<file path="src/rtl/pipa_moding_pkg.sv">
// Shared types and defaults for the PIPA moding generator.
// The optional PIPA_FAIL_INJ_EN build adds a per-axis fail-injection input.
package pipa_moding_pkg;

    localparam int CNT_W_DEF = 4;

    localparam int AXIS_X = 0;
    localparam int AXIS_Y = 1;
    localparam int AXIS_Z = 2;

    typedef struct packed {
        logic [CNT_W_DEF-1:0] plus;
        logic [CNT_W_DEF-1:0] minus;
    } moding_cfg_t;

    localparam moding_cfg_t DEF_CFG = '{plus: 4'd3, minus: 4'd3};

    // Index width that stays legal for a single-axis build.
    function automatic int axis_idx_w(input int n);
        return (n > 1) ? $clog2(n) : 1;
    endfunction

endpackage

</file>
<file path="src/rtl/pipa_axis_moder.sv">
// One accelerometer axis: plus/minus phase counter, pending pattern and output registers.
// With PIPA_FAIL_INJ_EN defined, fail_inj forces both pulse outputs while PIPDAT is high.
module pipa_axis_moder #(
    parameter int CNT_W     = 4,
    parameter int DEF_PLUS  = 3,
    parameter int DEF_MINUS = 3
) (
    input  logic               clk,
    input  logic               rst,
    input  logic               step,
    input  logic               pipdat,
    input  logic               enable,
    input  logic               cfg_wr,
    input  logic [2*CNT_W-1:0] cfg_data,
`ifdef PIPA_FAIL_INJ_EN
    input  logic               fail_inj,
`endif
    output logic               plus_pulse,
    output logic               minus_pulse,
    output logic               wrap
);

    logic [CNT_W:0]   cnt;
    logic [CNT_W:0]   cnt_inc;
    logic [CNT_W:0]   total;
    logic [CNT_W-1:0] plus_cur;
    logic [CNT_W-1:0] minus_cur;
    logic [CNT_W-1:0] plus_pend;
    logic [CNT_W-1:0] minus_pend;
    logic             pend_vld;
    logic             active;
    logic             plus_phase;
    logic             period_end;
    logic             force_both;

    assign total      = {1'b0, plus_cur} + {1'b0, minus_cur};
    assign cnt_inc    = cnt + {{CNT_W{1'b0}}, 1'b1};
    assign active     = (total != '0);
    assign plus_phase = (cnt < {1'b0, plus_cur});
    assign period_end = active && (cnt_inc >= total);

`ifdef PIPA_FAIL_INJ_EN
    assign force_both = fail_inj;
`else
    assign force_both = 1'b0;
`endif

    // A new request written in the same cycle as a wrap lands after the old pending is consumed.
    always_ff @(posedge clk or posedge rst) begin
        if (rst) begin
            cnt        <= '0;
            plus_cur   <= CNT_W'(DEF_PLUS);
            minus_cur  <= CNT_W'(DEF_MINUS);
            plus_pend  <= '0;
            minus_pend <= '0;
            pend_vld   <= 1'b0;
            wrap       <= 1'b0;
        end else begin
            wrap <= 1'b0;
            if (step) begin
                if (active) begin
                    if (period_end) begin
                        cnt  <= '0;
                        wrap <= 1'b1;
                        if (pend_vld) begin
                            plus_cur  <= plus_pend;
                            minus_cur <= minus_pend;
                            pend_vld  <= 1'b0;
                        end
                    end else begin
                        cnt <= cnt_inc;
                    end
                end else if (pend_vld) begin
                    plus_cur  <= plus_pend;
                    minus_cur <= minus_pend;
                    pend_vld  <= 1'b0;
                end
            end
            if (cfg_wr) begin
                plus_pend  <= cfg_data[2*CNT_W-1:CNT_W];
                minus_pend <= cfg_data[CNT_W-1:0];
                pend_vld   <= 1'b1;
            end
        end
    end

    always_ff @(posedge clk or posedge rst) begin
        if (rst) begin
            plus_pulse  <= 1'b0;
            minus_pulse <= 1'b0;
        end else begin
            plus_pulse  <= enable & pipdat & ((active & plus_phase) | force_both);
            minus_pulse <= enable & pipdat & ((active & ~plus_phase) | force_both);
        end
    end

endmodule

</file>
<file path="src/rtl/pipa_moding_gen.sv">
// PIPA input spoofer: N independent axes with runtime plus/minus moding patterns.
// Optional build macro PIPA_FAIL_INJ_EN adds the fail_inj input.
module pipa_moding_gen
    import pipa_moding_pkg::*;
#(
    parameter int N_AXES    = 3,
    parameter int CNT_W     = CNT_W_DEF,
    parameter int DEF_PLUS  = int'(DEF_CFG.plus),
    parameter int DEF_MINUS = int'(DEF_CFG.minus),
    localparam int AXIS_W   = axis_idx_w(N_AXES)
) (
    input  logic              SIM_CLK,
    input  logic              SIM_RST,
    input  logic              PIPASW,
    input  logic              PIPDAT,
    input  logic              enable,
    input  logic              cfg_load,
    input  logic [AXIS_W-1:0] cfg_axis,
    input  logic [CNT_W-1:0]  cfg_plus,
    input  logic [CNT_W-1:0]  cfg_minus,
`ifdef PIPA_FAIL_INJ_EN
    input  logic [N_AXES-1:0] fail_inj,
`endif
    output logic              cfg_ack,
    output logic [N_AXES-1:0] PIPAp,
    output logic [N_AXES-1:0] PIPAm,
    output logic [N_AXES-1:0] wrap
);

    logic                sw_q;
    logic                step;
    logic                cfg_hit;
    logic [N_AXES-1:0]   cfg_wr;
    logic [2*CNT_W-1:0]  cfg_data;

    // PIPASW is sampled as a level; only its rising edge advances the pattern.
    assign step     = PIPASW & ~sw_q & enable;
    assign cfg_hit  = cfg_load && (32'(cfg_axis) < N_AXES);
    assign cfg_data = {cfg_plus, cfg_minus};

    always_ff @(posedge SIM_CLK or posedge SIM_RST) begin
        if (SIM_RST) begin
            sw_q    <= 1'b0;
            cfg_ack <= 1'b0;
        end else begin
            sw_q    <= PIPASW;
            cfg_ack <= cfg_hit;
        end
    end

    for (genvar i = 0; i < N_AXES; i++) begin : g_axis
        assign cfg_wr[i] = cfg_hit && (cfg_axis == AXIS_W'(i));

        pipa_axis_moder #(
            .CNT_W     (CNT_W),
            .DEF_PLUS  (DEF_PLUS),
            .DEF_MINUS (DEF_MINUS)
        ) u_axis (
            .clk         (SIM_CLK),
            .rst         (SIM_RST),
            .step        (step),
            .pipdat      (PIPDAT),
            .enable      (enable),
            .cfg_wr      (cfg_wr[i]),
            .cfg_data    (cfg_data),
`ifdef PIPA_FAIL_INJ_EN
            .fail_inj    (fail_inj[i]),
`endif
            .plus_pulse  (PIPAp[i]),
            .minus_pulse (PIPAm[i]),
            .wrap        (wrap[i])
        );
    end

endmodule
</file>
<file path="config.mk">
export PLATFORM = sky130hd
export DESIGN_NAME = pipa_moding_gen
export DESIGN_NICKNAME = d
export VERILOG_FILES = /design/src/rtl/pipa_moding_pkg.sv /design/src/rtl/pipa_axis_moder.sv /design/src/rtl/pipa_moding_gen.sv
export SDC_FILE = /design/constraint.sdc
export NUM_CORES = 1
export LEC_CHECK = 0
export CAP_MARGIN = 20
export CORE_MARGIN = 2
export CORE_UTILIZATION = 45
export DETAILED_ROUTE_END_ITERATION = 16
export PLACE_DENSITY = 0.74
export REMOVE_ABC_BUFFERS = 1
export SETUP_SLACK_MARGIN = 0.4
export SLEW_MARGIN = 10
export SYNTH_ARGS = -nofsm -noshare
export SYNTH_HDL_FRONTEND = slang
export SYNTH_SLANG_ARGS = --single-unit
</file>
<file path="constraint.sdc">
create_clock -name SIM_CLK -period 3.35 [get_ports SIM_CLK]
set_clock_uncertainty 0.05 [all_clocks]
set_input_delay 0.67 -clock SIM_CLK [delete_from_list [all_inputs] [get_ports SIM_CLK]]
set_output_delay 0.67 -clock SIM_CLK [all_outputs]
set_load 0.02 [all_outputs]
</file>
==> results of run 1 <==
==> power by group through the flow <==
| stage | Clock [uW] | Combinational, uW | Sequential [uW] |
|---|---|---|---|
| floorplan | 0 | 1810 | 1500 |
| detailed placement | 0 | 2440 | 1530 |
| global route | 761 | 3680 | 1600 |
| global placement | 0 | 2360 | 1520 |
| finish | 704 | 3320 | 1550 |
| CTS | 716 | 2870 | 1530 |
==> final timing paths <==
kind / start / end
setup / recovery: g_axis[1].u_axis.minus_cur[0] / g_axis[1].u_axis.minus_cur[2]
min in group asynchronous: SIM_RST / g_axis[1].u_axis.minus_pulse
hold reg to reg: g_axis[0].u_axis.plus_pend[1] / g_axis[0].u_axis.plus_pend[1]
hold / removal: g_axis[0].u_axis.plus_pend[1] / g_axis[0].u_axis.plus_pend[1]
setup reg to reg: g_axis[1].u_axis.minus_cur[0] / g_axis[1].u_axis.minus_cur[2]
max in group asynchronous: SIM_RST / g_axis[2].u_axis.plus_cur[0]
==> cell families after synthesis <==
kind of cell    after synthesis  synth area share [%]
flops                        77                 45.55
compound gates               63                 11.77
simple gates                 71                 9.451
fa+ha+maj                    42                 12.86
mux                          54                 14.09
xor+xnor                     10                 2.054
buf+inv                      39                 4.227
==> cell usage after synthesis, drive strengths merged (6+ instances only) <==
master and count:
dfrtp 65, dfstp 12, o21ai 11, mux2 48, nor2 10, ha 39, buf 10, inv 27
nand3 12, mux2i 6, o2bb2ai 8, or2 6, a21oi 11, a21o 7, xor2 6, nand2b 8
nand2 12
==> registers in the layout, indices dropped and copies added, names as in the netlist <==
register / flops
g_axis.u_axis.cnt: 15
g_axis.u_axis.plus_pulse: 3
g_axis.u_axis.minus_cur: 12
g_axis.u_axis.plus_cur: 12
g_axis.u_axis.minus_pend: 12
cfg_ack: 1
g_axis.u_axis.pend_vld: 3
g_axis.u_axis.minus_pulse: 3
g_axis.u_axis.plus_pend: 12
g_axis.u_axis.wrap: 3
sw_q: 1
==> metrics by stage <==
stage                     std cells  util, %  cell area [um2]  power (uW)
final                           520    57.54             5291        5578
after CTS                       512    54.72             5032        5107
after global placement          485    50.27             4623        3875
after detailed placement        485    50.27             4623        3977
after global routing            520    57.54             5291        6045
after floorplan                 344        -             4184        3313
==> cell type report <==
class | count | area [um2] | share of cell area [%]
flip-flops and latches | 77 | 1942 | 36.70
clock buffers | 10 | 137.6 | 2.601
clock inverters | 6 | 62.56 | 1.182
inverters | 27 | 101.3 | 1.915
well taps | 111 | 138.9 | 2.625
repair buffers | 49 | 466.7 | 8.820
multi-input cells | 240 | 2442 | 46.16
==> worst max-delay path, stage by stage, from the launching register on <==
cell and delay, ps:
dfstp_2 570, ha_4 150, inv_1 60, fa_2 370
nand2b_4 160, o2bb2ai_2 140, ha_1 310, a21o_1 160
a31oi_4 50, a211oi_4 300, buf_6 180, mux2_2 330
==> what timing repair did <==
item	CTS	global route
buffers inserted	11	8
pin swaps	10	19
gates resized for setup	18	37
endpoints found under the setup margin	29	31
==> layer usage <==
metal  track usage (%)  wire [um]  up-vias
li1                  -          -     1362
met1             23.11       3796     1418
met2             29.04       4283       57
met3             2.761        246       14
met4             9.044        257        0
met5                 0          0        -
==> metrics, run 1 <==
clock buffer depth=2; commonest non-fill, non-tap cell in the layout=dfrtp_1; Final #Nets=about 460; antenna violations before repair=0; Worst setup SP type=flop; Die Wd=101.3 um; # rows=35; Synth area leader=dfrtp_1; die area=0.01027 mm2; Syn Area/Cell=roughly 12 um2; max_cap viols=0; Fill cells=approximately 760; mapped cell area=roughly 0.0043 mm2; nature of the critical path endpoint=flop; area growth from synthesis to layout=24.13%; DRT Pass-1 Iters=4; Setup violations, final=0; clock power share=between 10% and 20%; boundary pin count=26; synthesized instance count=356; antenna cells=0; Worst-path clk slew=80 ps; clk_lat worst skew=~350 ps; core area=0.009196 mm2; leak pwr=approximately 0.0023 uW; largest net degree at the start of global routing=78; worst slew pin tran=between 700 and 800 ps; asr flop ratio synth=100.0%; Final Cycle Share=just under 90%; Wirelength per Cell=between 15 and 20 um; CTS tree=done; P_sw=between 2000 and 2500 uW; drt via density=about 5.5; CTS Root Cell=clkbuf_8; setup TNS=0 ps; Sw Ratio=between 30% and 40%; Synth area leaders=dfrtp_1 38%, mux2_2 13%, ha_1 11%, dfstp_2 7.4%, inv_1 2.4%; GP Congestion=~0.8; vias=between 2000 and 3000; register bit total from synthesis=77; DRT iter0 DRCs=between 200 and 250; Crit path required time=between 3000 and 4000 ps; drt drc=0; register area share after synthesis=between 40% and 50%; port bufs=25; Post-synth EDFFs=0; Final Hold Viols=0; internal power component=around 3400 uW; outcome=finished, final reports clean; RSZ-0062 raised after global routing=true; CTS H-tree depth=3; CTS Buf Count=9; Setup WS pre-CTS=~160 ps; count of pins over their slew limit=0; layout cells sized above 1=35.94%; worst reg2reg path depth=11; Primary FF master, synth=dfrtp_1; routed wire length=around 8600 um; Remaining Overflow, GRT=0; maximum vdd drop=361.4 uV; cts hold-fix bufs=0; gr usage total=~18%; critical path peak fanout=5; Starting Density=about 46%; clk sink count=77; most frequent cells in the layout=65 x dfrtp_1, 34 x mux2_2, 30 x ha_1; Detail Route Antenna Nets=0; critical setup path kind=reg -> reg; r2r setup slk=just over 400 ps; Ys Warns=0; Fin Hold WS=459.2 ps; PwrDens=~1100 mW/mm2; worst setup margin=403.7 ps; FMAX=339.4 MHz; Sequential Power Share=between 20% and 30%; Distinct cells, synth=a little under 50; slew margin rel.=51.76%; critical path data arrival time=~3100 ps; Die Y=101.3 um; Final Critical Period=about 2900 ps; Gate power share=between 50% and 60%; vias in the first global route=roughly 3100; top cell type's share of synthesized area=a little under two fifths; worst hold path cell count=1; Hold/Removal Path Class=reg -> reg; first-pass GRT wire length=about 14000 um; HPWL after DPL=5836 um
Power figures use the tool's default switching activity.
==> run 2, diff against run 1 <==
--- a/config.mk
+++ b/config.mk
@@ -5,11 +5,13 @@
 export SDC_FILE = /design/constraint.sdc
 export NUM_CORES = 1
 export LEC_CHECK = 0
+export ABC_AREA = 1
 export CAP_MARGIN = 20
+export CORE_ASPECT_RATIO = 1.1
 export CORE_MARGIN = 2
 export CORE_UTILIZATION = 45
 export DETAILED_ROUTE_END_ITERATION = 16
-export PLACE_DENSITY = 0.74
+export PLACE_DENSITY = 0.77
 export REMOVE_ABC_BUFFERS = 1
 export SETUP_SLACK_MARGIN = 0.4
 export SLEW_MARGIN = 10
==> run 2 against run 1 <==
  * Die area rose by 0.35%
  * Critical path type unchanged
  * Power down 17%
  * Largest cell class unchanged
  * Cell count rose by 23%
  * Highest routed layer unchanged
  * Clock power grew 8.9%
==> metrics, run 2 <==
worst reg2reg path depth=15 (+4); worst slew pin tran=550.4 ps (-170.0 ps); nature of the critical path endpoint=flop; CTS Buf Count=9 (unchanged); maximum vdd drop=358.0 uV (-0.93%); boundary pin count=26 (unchanged); Worst Path Buf+Inv=3 (+1); CTS H-tree depth=3 (unchanged); Final #Nets=578 (+25%); max FFs per register=15 (unchanged); CTS Root Cell=clkbuf_8; antenna cells=0 (unchanged); Primary FF master, synth=dfrtp_1; vias=3302 (+16%); critical setup path kind=reg -> reg; CTS tree=done; critical path peak fanout=10 (+5); core area=0.009305 mm2 (+1.2%); DRT iter0 DRCs=160 (-25%); Worst-path clk slew=70 ps (about the same); top-count cell post-synth=nand2_1; vias in the first global route=3276 (+7.2%); top cell type's share of synthesized area=38.02% (-0.13 points); delay-heaviest family, CP=simple AND/OR/NAND/NOR gates; Synth area leader=dfrtp_1; Starting Density=45.97% (-0.38 points); leak pwr=0.002502 uW (+7.8%); synthesized instance count=495 (+39%); R2R Path End=g_axis[1].u_axis.plus_cur[3]; Wirelength per Cell=12.90 um (-22%); PwrDens=945.4 mW/mm2 (-10%); die area=0.01030 mm2 (+0.35%); Ys Warns=0 (unchanged); # rows=37 (+5.7%); port bufs=25 (unchanged); Hold/Removal Path Class=reg -> reg; RSZ-0062 raised after global routing=false; asr flop ratio synth=100.0% (unchanged); first-pass GRT wire length=14430 um (+0.72%); Die Wd=96.97 um (-4.3%); count of pins over their slew limit=0 (unchanged); drt drc=0 (unchanged); Die Y=106.3 um (+4.9%); slowest cell on the critical path=dfstp_2; Worst setup SP type=flop; HPWL after DPL=6012 um (+3.0%); clk_lat worst skew=340 ps (about the same); DRT Pass-1 Iters=6 (+2); antenna violations before repair=0 (unchanged); min-delay src=g_axis[2].u_axis.minus_cur[0]; area growth from synthesis to layout=13.89%; register area share after synthesis=45.39% (-0.16 points); clock buffer depth=2 (unchanged); register bit total from synthesis=77 (unchanged); max_cap viols=0 (unchanged); critical path data arrival time=2950 ps (-180 ps); Distinct cells, synth=31 (-37%); Core Util, Final=52.36% (-5.2 points); Final Hold Viols=0 (unchanged); Final Cycle Share=82.64% (-5.3 points); Largest Register=g_axis.u_axis.cnt; CP Cell Sequence=ha_1 -> inv_1 -> fa_1 -> inv_1 -> nand3_1 -> nand2_1 -> inv_1 -> ha_1 -> nand2_1 -> nor3_2 -> nor2_2 -> nand2_4 -> nand3_4 -> nand2_1 -> nand2_1; WHS Endpoint=g_axis[2].u_axis.minus_cur[0]; FMAX=361.2 MHz (+6.4%); Setup violations, final=0 (unchanged); Synth area leaders=dfrtp_1 38%, nand2_1 13%, ha_1 11%, dfstp_2 7.4%, inv_1 5.2%; reg2reg start=g_axis[1].u_axis.plus_cur[0]; slew margin rel.=63.20% (+11 points); outcome=finished, final reports clean; Final Critical Period=2768 ps (-177.8 ps); layout cells sized above 1=10.11% (-26 points); most frequent cells in the layout=144 x nand2_1, 65 x dfrtp_1, 58 x inv_1; Detail Route Antenna Nets=0 (unchanged); worst hold path cell count=2 (+1); drt via density=5.151 (-6.0%); Remaining Overflow, GRT=0 (unchanged); synth cell count leaders=144 x nand2_1, 65 x dfrtp_1, 59 x inv_1; GP Congestion=0.8430 (+5.2%); commonest non-fill, non-tap cell in the layout=nand2_1; gr usage total=17.11% (-0.70 points); Post-synth EDFFs=0 (unchanged); setup TNS=0 ps (unchanged); r2r setup slk=580 ps (+180 ps); routed wire length=8268 um (-3.7%); Crit path largest cell delay=550 ps (-20 ps); largest net degree at the start of global routing=63 (-19%); Syn Area/Cell=8.642 um2 (-28%); clk sink count=77 (unchanged); CP dominant cell by count=nand2_1; Setup crit start=g_axis[1].u_axis.plus_cur[0]; Crit path required time=3540 ps (about the same); mapped cell area=0.004278 mm2 (+0.35%)
-- run 2: cell types whose count changed in the layout (fill, tap and decap cells not counted), moves of 15 or more --
cell,previous run,this run
nand2_1,12,144
o21ai_0,10,28
buf_4,19,3
nand4_1,0,15
nand3_1,12,35
mux2_2,34,0
inv_1,25,58
-- run 2: power breakdown --
| part | leakage [uW] | switching (uW) | total (uW) | internal (uW) |
|---|---|---|---|---|
| logic | 0.00144 | 1480 | 2390 | 909 |
| clock network | 0.000105 | 332 | 767 | 435 |
| registers | 0.000959 | 221 | 1450 | 1230 |
-- run 2: final cells by class --
type	instances	area, um2
fill	831	4433
tap	117	146.4
clock buffer	11	141.4
inverter	59	221.5
timing repair buffer	29	292.8
clock inverter	4	72.57
multi-input combinational	344	2056
sequential	77	1942
-- run 2: through the flow --
step           instances  power (uW)  setup slack (ps)  hold WS, ps  area, um2
2_1_floorplan        480        3109             683.2        391.3       4188
3_3_place_gp         624        3533             574.5        405.2       4612
3_5_place_dp         624        3650             524.8        408.2       4612
4_1_cts              639        4443             517.2        421.5       4826
5_1_grt              641        5020             392.2        438.3       4872
6_report             641        4606             581.5        419.0       4872
-- run 2: worst max-delay path by stage --
stage / endpoint / slack, ps / depth (start not counted)
global placement: g_axis[2].u_axis.plus_cur[3] / 570 / 14
floorplan: cfg_ack / 680 / 1
CTS: g_axis[2].u_axis.plus_cur[1] / 520 / 14
detailed placement: g_axis[2].u_axis.plus_cur[1] / 520 / 14
global route: g_axis[0].u_axis.plus_cur[2] / 390 / 14
finish: g_axis[1].u_axis.plus_cur[3] / 580 / 15
-- run 2: tightest hold or removal path, cell delays in order (launching register included) --
cell and delay, ps:
dfstp_2 370, nand2_1 60, nand2_1 40
-- run 2: metal layers --
layer | global-route usage, % | up-vias | share of wire, %
met1 | 21.59 | 1560 | 46
met5 | 0 | - | 0
met4 | 6.539 | 0 | 2.6
met3 | 3.419 | 22 | 2.9
li1 | - | 1653 | -
met2 | 29.12 | 67 | 49
-- run 2: kinds of logic (layout without fill, tap and decap cells) --
family / Yosys count / count (layout) / share of synthesized area [%]
buf+inv: 74 / 103 / 7.283
fa+ha+maj: 42 / 42 / 12.81
flops: 77 / 77 / 45.39
xor+xnor: 11 / 11 / 2.252
simple gates: 239 / 239 / 25.68
compound gates: 52 / 52 / 6.581
-- run 2: timing repair --
item | in CTS | in global routing
hold buffers | 0 | 0
setup buffers | 0 | 2
resized for setup | 0 | 8
hold endpoints to repair | 0 | 0
endpoints found under the setup margin | 0 | 31
